==> config.mk <==
export PLATFORM = sky130hd
export DESIGN_NAME = mem_arbiter
export DESIGN_NICKNAME = d
export VERILOG_FILES = /design/src/rtl/mem_arbiter.sv
export SDC_FILE = /design/constraint.sdc
export NUM_CORES = 1
export LEC_CHECK = 0
export CORE_MARGIN = 4
export CORE_UTILIZATION = 41
export CTS_CLUSTER_DIAMETER = 40
export CTS_CLUSTER_SIZE = 40
export DETAILED_ROUTE_END_ITERATION = 12
export PLACE_DENSITY = 0.85
export SYNTH_ARGS = -nofsm -noshare
export SYNTH_HDL_FRONTEND = slang
export SYNTH_SLANG_ARGS = --single-unit
==> constraint.sdc <==
create_clock -name clk -period 3.5 [get_ports clk]
set_input_delay 0.7 -clock clk [delete_from_list [all_inputs] [get_ports clk]]
set_output_delay 0.7 -clock clk [all_outputs]
set_load 0.03 [all_outputs]
==> src/rtl/mem_arbiter.sv <==
// Two-requester page-memory arbiter with round-robin grants and prioritised
// memory load/save strobes; one registered decision per clock.
`timescale 1ns/1ps
module mem_arbiter #(
    parameter int ADDR_W = 6,
    parameter int DATA_W = 25
) (
    input  logic              clk,
    input  logic              rst_n,
    input  logic              req0,
    input  logic              req1,
    input  logic              wr0,
    input  logic              wr1,
    input  logic [ADDR_W-1:0] page0,
    input  logic [ADDR_W-1:0] page1,
    input  logic [DATA_W-1:0] wdata0,
    input  logic [DATA_W-1:0] wdata1,
    output logic              gnt0,
    output logic              gnt1,
    output logic              rvalid,
    output logic              rid,
    output logic [DATA_W-1:0] rdata,
    input  logic              load_req,
    input  logic              save_req,
    output logic              busy,
    output logic              mem_write,
    output logic              mem_load,
    output logic              mem_save,
    output logic [ADDR_W-1:0] mem_page,
    output logic [DATA_W-1:0] mem_data,
    input  logic [DATA_W-1:0] mem_out,
    output logic [1:0]        state_dbg
);

    // Handshake: a requester holds req/wr/page/wdata stable until it sees its
    // one-cycle gnt; the request is consumed at the edge that ends that cycle.
    typedef enum logic [1:0] {ST_IDLE, ST_ACCESS, ST_LOAD, ST_SAVE} state_t;

    state_t              state_q, state_d;
    logic                gid_q, gid_d;
    logic                last_q, last_d;
    logic                load_pend_q, load_pend_d;
    logic                save_pend_q, save_pend_d;
    logic                wr_q, wr_d;
    logic [ADDR_W-1:0]   page_q, page_d;
    logic [DATA_W-1:0]   data_q, data_d;
    logic                rvalid_q, rvalid_d;
    logic                rid_q, rid_d;
    logic [DATA_W-1:0]   rdata_q, rdata_d;
    logic                elig0, elig1, pick1;

    assign gnt0      = (state_q == ST_ACCESS) & ~gid_q;
    assign gnt1      = (state_q == ST_ACCESS) &  gid_q;
    assign mem_load  = (state_q == ST_LOAD);
    assign mem_save  = (state_q == ST_SAVE);
    assign mem_write = wr_q;
    assign mem_page  = page_q;
    assign mem_data  = data_q;
    assign rvalid    = rvalid_q;
    assign rid       = rid_q;
    assign rdata     = rdata_q;
    assign busy      = load_pend_q | save_pend_q | mem_load | mem_save;
    assign state_dbg = state_q;

    assign elig0 = req0 & ~gnt0;
    assign elig1 = req1 & ~gnt1;
    // With both eligible, requester 1 wins only if requester 0 was granted last.
    assign pick1 = elig1 & (~elig0 | ~last_q);

    always_comb begin
        state_d     = ST_IDLE;
        gid_d       = gid_q;
        last_d      = last_q;
        load_pend_d = load_pend_q | load_req;
        save_pend_d = save_pend_q | save_req;
        wr_d        = 1'b0;
        page_d      = page_q;
        data_d      = data_q;
        rvalid_d    = 1'b0;
        rid_d       = rid_q;
        rdata_d     = rdata_q;

        if (load_pend_q) begin
            state_d     = ST_LOAD;
            load_pend_d = 1'b0;
        end else if (save_pend_q) begin
            state_d     = ST_SAVE;
            save_pend_d = 1'b0;
        end else if (elig0 | elig1) begin
            state_d = ST_ACCESS;
            gid_d   = pick1;
            last_d  = pick1;
            wr_d    = pick1 ? wr1 : wr0;
            page_d  = pick1 ? page1 : page0;
            data_d  = pick1 ? wdata1 : wdata0;
        end

        if (state_q == ST_ACCESS && !wr_q) begin
            rvalid_d = 1'b1;
            rid_d    = gid_q;
            rdata_d  = mem_out;
        end
    end

    always_ff @(posedge clk or negedge rst_n) begin
        if (!rst_n) begin
            state_q     <= ST_IDLE;
            gid_q       <= 1'b0;
            last_q      <= 1'b1;
            load_pend_q <= 1'b0;
            save_pend_q <= 1'b0;
            wr_q        <= 1'b0;
            page_q      <= '0;
            data_q      <= '0;
            rvalid_q    <= 1'b0;
            rid_q       <= 1'b0;
            rdata_q     <= '0;
        end else begin
            state_q     <= state_d;
            gid_q       <= gid_d;
            last_q      <= last_d;
            load_pend_q <= load_pend_d;
            save_pend_q <= save_pend_d;
            wr_q        <= wr_d;
            page_q      <= page_d;
            data_q      <= data_d;
            rvalid_q    <= rvalid_d;
            rid_q       <= rid_d;
            rdata_q     <= rdata_d;
        end
    end

endmodule

==> impl_metrics.yaml <==
placement:
  portBuffers: 160
  place_worst_setup_slack_ns: 1.09
  placed_cell_area_sq_um: 4530
  gp_congestion: 0.723
  dp_hpwl_um: 5620
synthesis:
  syn-cell-area_sq_um: 2860
  ys_ff_latch: 65
  yosysWarnings: 0
  syn-num-nets: 318
  synth_area_per_cell_sq_um: 12.8
  seq_area_frac_synth_pct: 56.9
  synthTopCellsByArea: "dfrtp_1, mux2i_1, mux2_2"
  syn_inst: 223
  ys_types: 22
  ys_top_cells_by_count: "dfrtp_1, mux2i_1, nor2_1"
  synth-edff-count: 0
  yosys.area.top_type_share_pct: 55.9
  ys.flop_type: "dfrtp_1"
  yosysMostFrequentCell: "dfrtp_1"
  yosysTopAreaCell: "dfrtp_1"
  synthArstFlopShare_pct: 100
clock_tree:
  max-clock-path-buffers: 2
  clock_latency_ns: 0.33
  cts_buffers: 9
  postCtsSetupBuffers: 0
  clk_pin_slew_ns: 0.07
  cts_tree: "done"
  numClockSinks: 65
  cts_repair_resize_count: 0
  postCtsHoldBufs: 0
  cts_root_buf: "clkbuf_8"
  htree_levels: 3
drt:
  drtIter0Drc: 42
  drtAntennaViolNets: 0
  finalWirelength_um: 7040
  wl_per_cell_um: 14.4
  remaining_drc_errors: 0
  post_drt_via_cell_ratio: 4.67
  dr.pass1.iters: 4
  routed-via-count: 2277
worst_setup_path:
  crit_required_ns: 2.80
  max_stage_delay_ns: 0.67
  critPathLaunchType: "register"
  cp_slowest_cell: "clkdlybuf4s50_1"
  r2r-start: "state_dbg[0]"
  path_cells: "nand3b_1 -> inv_1 -> clkdlybuf4s50_1"
  crit_family: "buffers and inverters"
  cp_num_buf_inv: 2
  end_kind: "output pin"
  r2r_cells: 5
  worst-setup-path-type: "reg2out"
  cp-startpoint: "state_dbg[1]"
  critPathArrivalTime_ns: 1.76
  critical_path.max_fanout: 7
  cp.depth: 3
timing:
  fin_skew_ns: 0.00713
  setup_slack_ns: 1.04
  worst_slew_pin_slew_ns: 0.922
  maxSlewHeadroom_pct: 38.6
  fmax_mhz: 406
  setup_violations: 0
  holdWs_ns: 0.480
  fin_crit_ns: 2.46
  finalCritPeriodShare_pct: 70.3
  final-hold-violation-count: 0
  finalMaxSlewViolations: 0
  rsz0062_at_grt: "false"
  final.setup.tns_ns: 0
outcome:
  outcome: "finished clean"
hold_path:
  hold_start: "last_q"
  hold_path.class: "reg2reg"
  whs_path_depth: 2
floorplanning:
  die_w_um: 91.6
  core_region_area_sq_um: 6790
  fp.dieArea_sq_um: 8380
  die_height_um: 91.6
  rows: 30
  ios: 161
  start_util_pct: 42.1
finish:
  nNetsFinal: 482
  utilization_pct: 69.5
  area.sequential_sq_um: 1630
  multiInputGateArea_sq_um: 1130
  stdcell_area_sq_um: 4720
  nFillCells: 530
  n_antenna_cell: 0
  layout-drive-gt1-share_pct: 19.1
  areaGrowthSynthToFinish_pct: 65.0
grt:
  grt_use_met2_pct: 30.1
  busiest_layer: "met2"
  grt_pass1_wl_um: 11300
  grt_use_total_pct: 17.1
  met3_usage_pct: 5.88
  met1_usage_pct: 18.9
  antenna_found_initial: 0
  grt_overflow_total: 0
  grt_max_degree: 43
  grt_pass1_vias: 2386
power_and_ir_drop:
  vdd_drop_max_uv: 278
  powerDensity_nw_per_um2: 682
  cellLeakagePower_nw: 1.99
job:
  drv_cap: 0
-- through the flow --
stage | power [mW] | std cells
after floorplan | 1.97 | 223
after global placement | 2.60 | 472
after detailed placement | 2.64 | 472
after CTS | 3.27 | 488
after global routing | 3.39 | 488
final | 3.22 | 488
-- layer usage --
layer / wire (um) / vias up
met4: 94 / 0
met2: 3630 / 101
met1: 2710 / 1074
met5: 0 / -
met3: 603 / 10
li1: - / 1092
-- flip-flops by register name (all words and copies together), names as in the netlist --
name         count
mem_data        25
rdata           25
mem_page         6
state_dbg        2
gid_q            1
last_q           1
load_pend_q      1
mem_write        1
rid              1
rvalid           1
save_pend_q      1
-- where the power goes --
group | internal, mW | switching [mW] | total, mW
combinational | 0.689 | 0.806 | 1.49
sequential | 0.984 | 0.130 | 1.11
clock | 0.327 | 0.285 | 0.612
total | 2.00 | 1.22 | 3.22
-- worst paths after layout --
path / to / slack [ns]
max: gnt1 / 1.04
min: last_q / 0.48
max reg2reg: mem_data[18] / 1.81
min reg2reg: last_q / 0.48
max in group asynchronous: mem_page[5] / 2.13
min in group asynchronous: rdata[18] / 0.51
-- worst register-to-register path: stages, from the launching register on --
cell,delay [ns]
dfrtp_1,0.42
nor2b_2,0.22
o211ai_4,0.19
buf_4,0.34
mux2i_1,0.31
a21oi_2,0.08
-- layout make-up --
cell class / instances / share of cell area (%)
Clock inverter: 7 / 1.51
Clock buffer: 9 / 2.62
Sequential cell: 65 / 34.5
Tap cell: 96 / 2.54
Timing Repair Buffer: 166 / 34.7
Inverter: 3 / 0.238
Multi-Input combinational cell: 142 / 23.9
-- cells in the final DEF (no fill, tap or decap) --
master	synthesis	final
mux2_2	27	27
a211oi_4	0	1
and2_1	1	1
or2_2	1	1
bufinv_16	0	1
inv_1	3	3
clkinvlp_4	0	3
nand2b_1	1	1
clkbuf_8	0	9
a21oi_1	13	13
buf_2	2	1
or3_1	1	1
nand3b_1	1	1
nand2_1	1	1
nor2_2	1	1
a21oi_2	19	19
mux2i_1	35	35
dfstp_2	1	1
buf_4	6	6
nor2b_1	3	3
clkinv_2	0	2
o211ai_4	0	1
clkinv_4	0	1
dfrtp_1	64	64
nor2b_2	1	1
clkdlybuf4s50_1	0	159
nor2_1	35	35
-- logic make-up (layout without fill, tap and decap cells) --
kind of cell           Yosys count  count (layout)  synth area share, %
buffers and inverters           16             185                 4.28
muxes                           62              62                 22.9
AOI/OAI and AO/OA               34              34                 8.96
DFF                             65              65                 56.9
and+or+nand+nor                 46              46                 7.04
No activity file was read; power rests on OpenSTA's default activity.
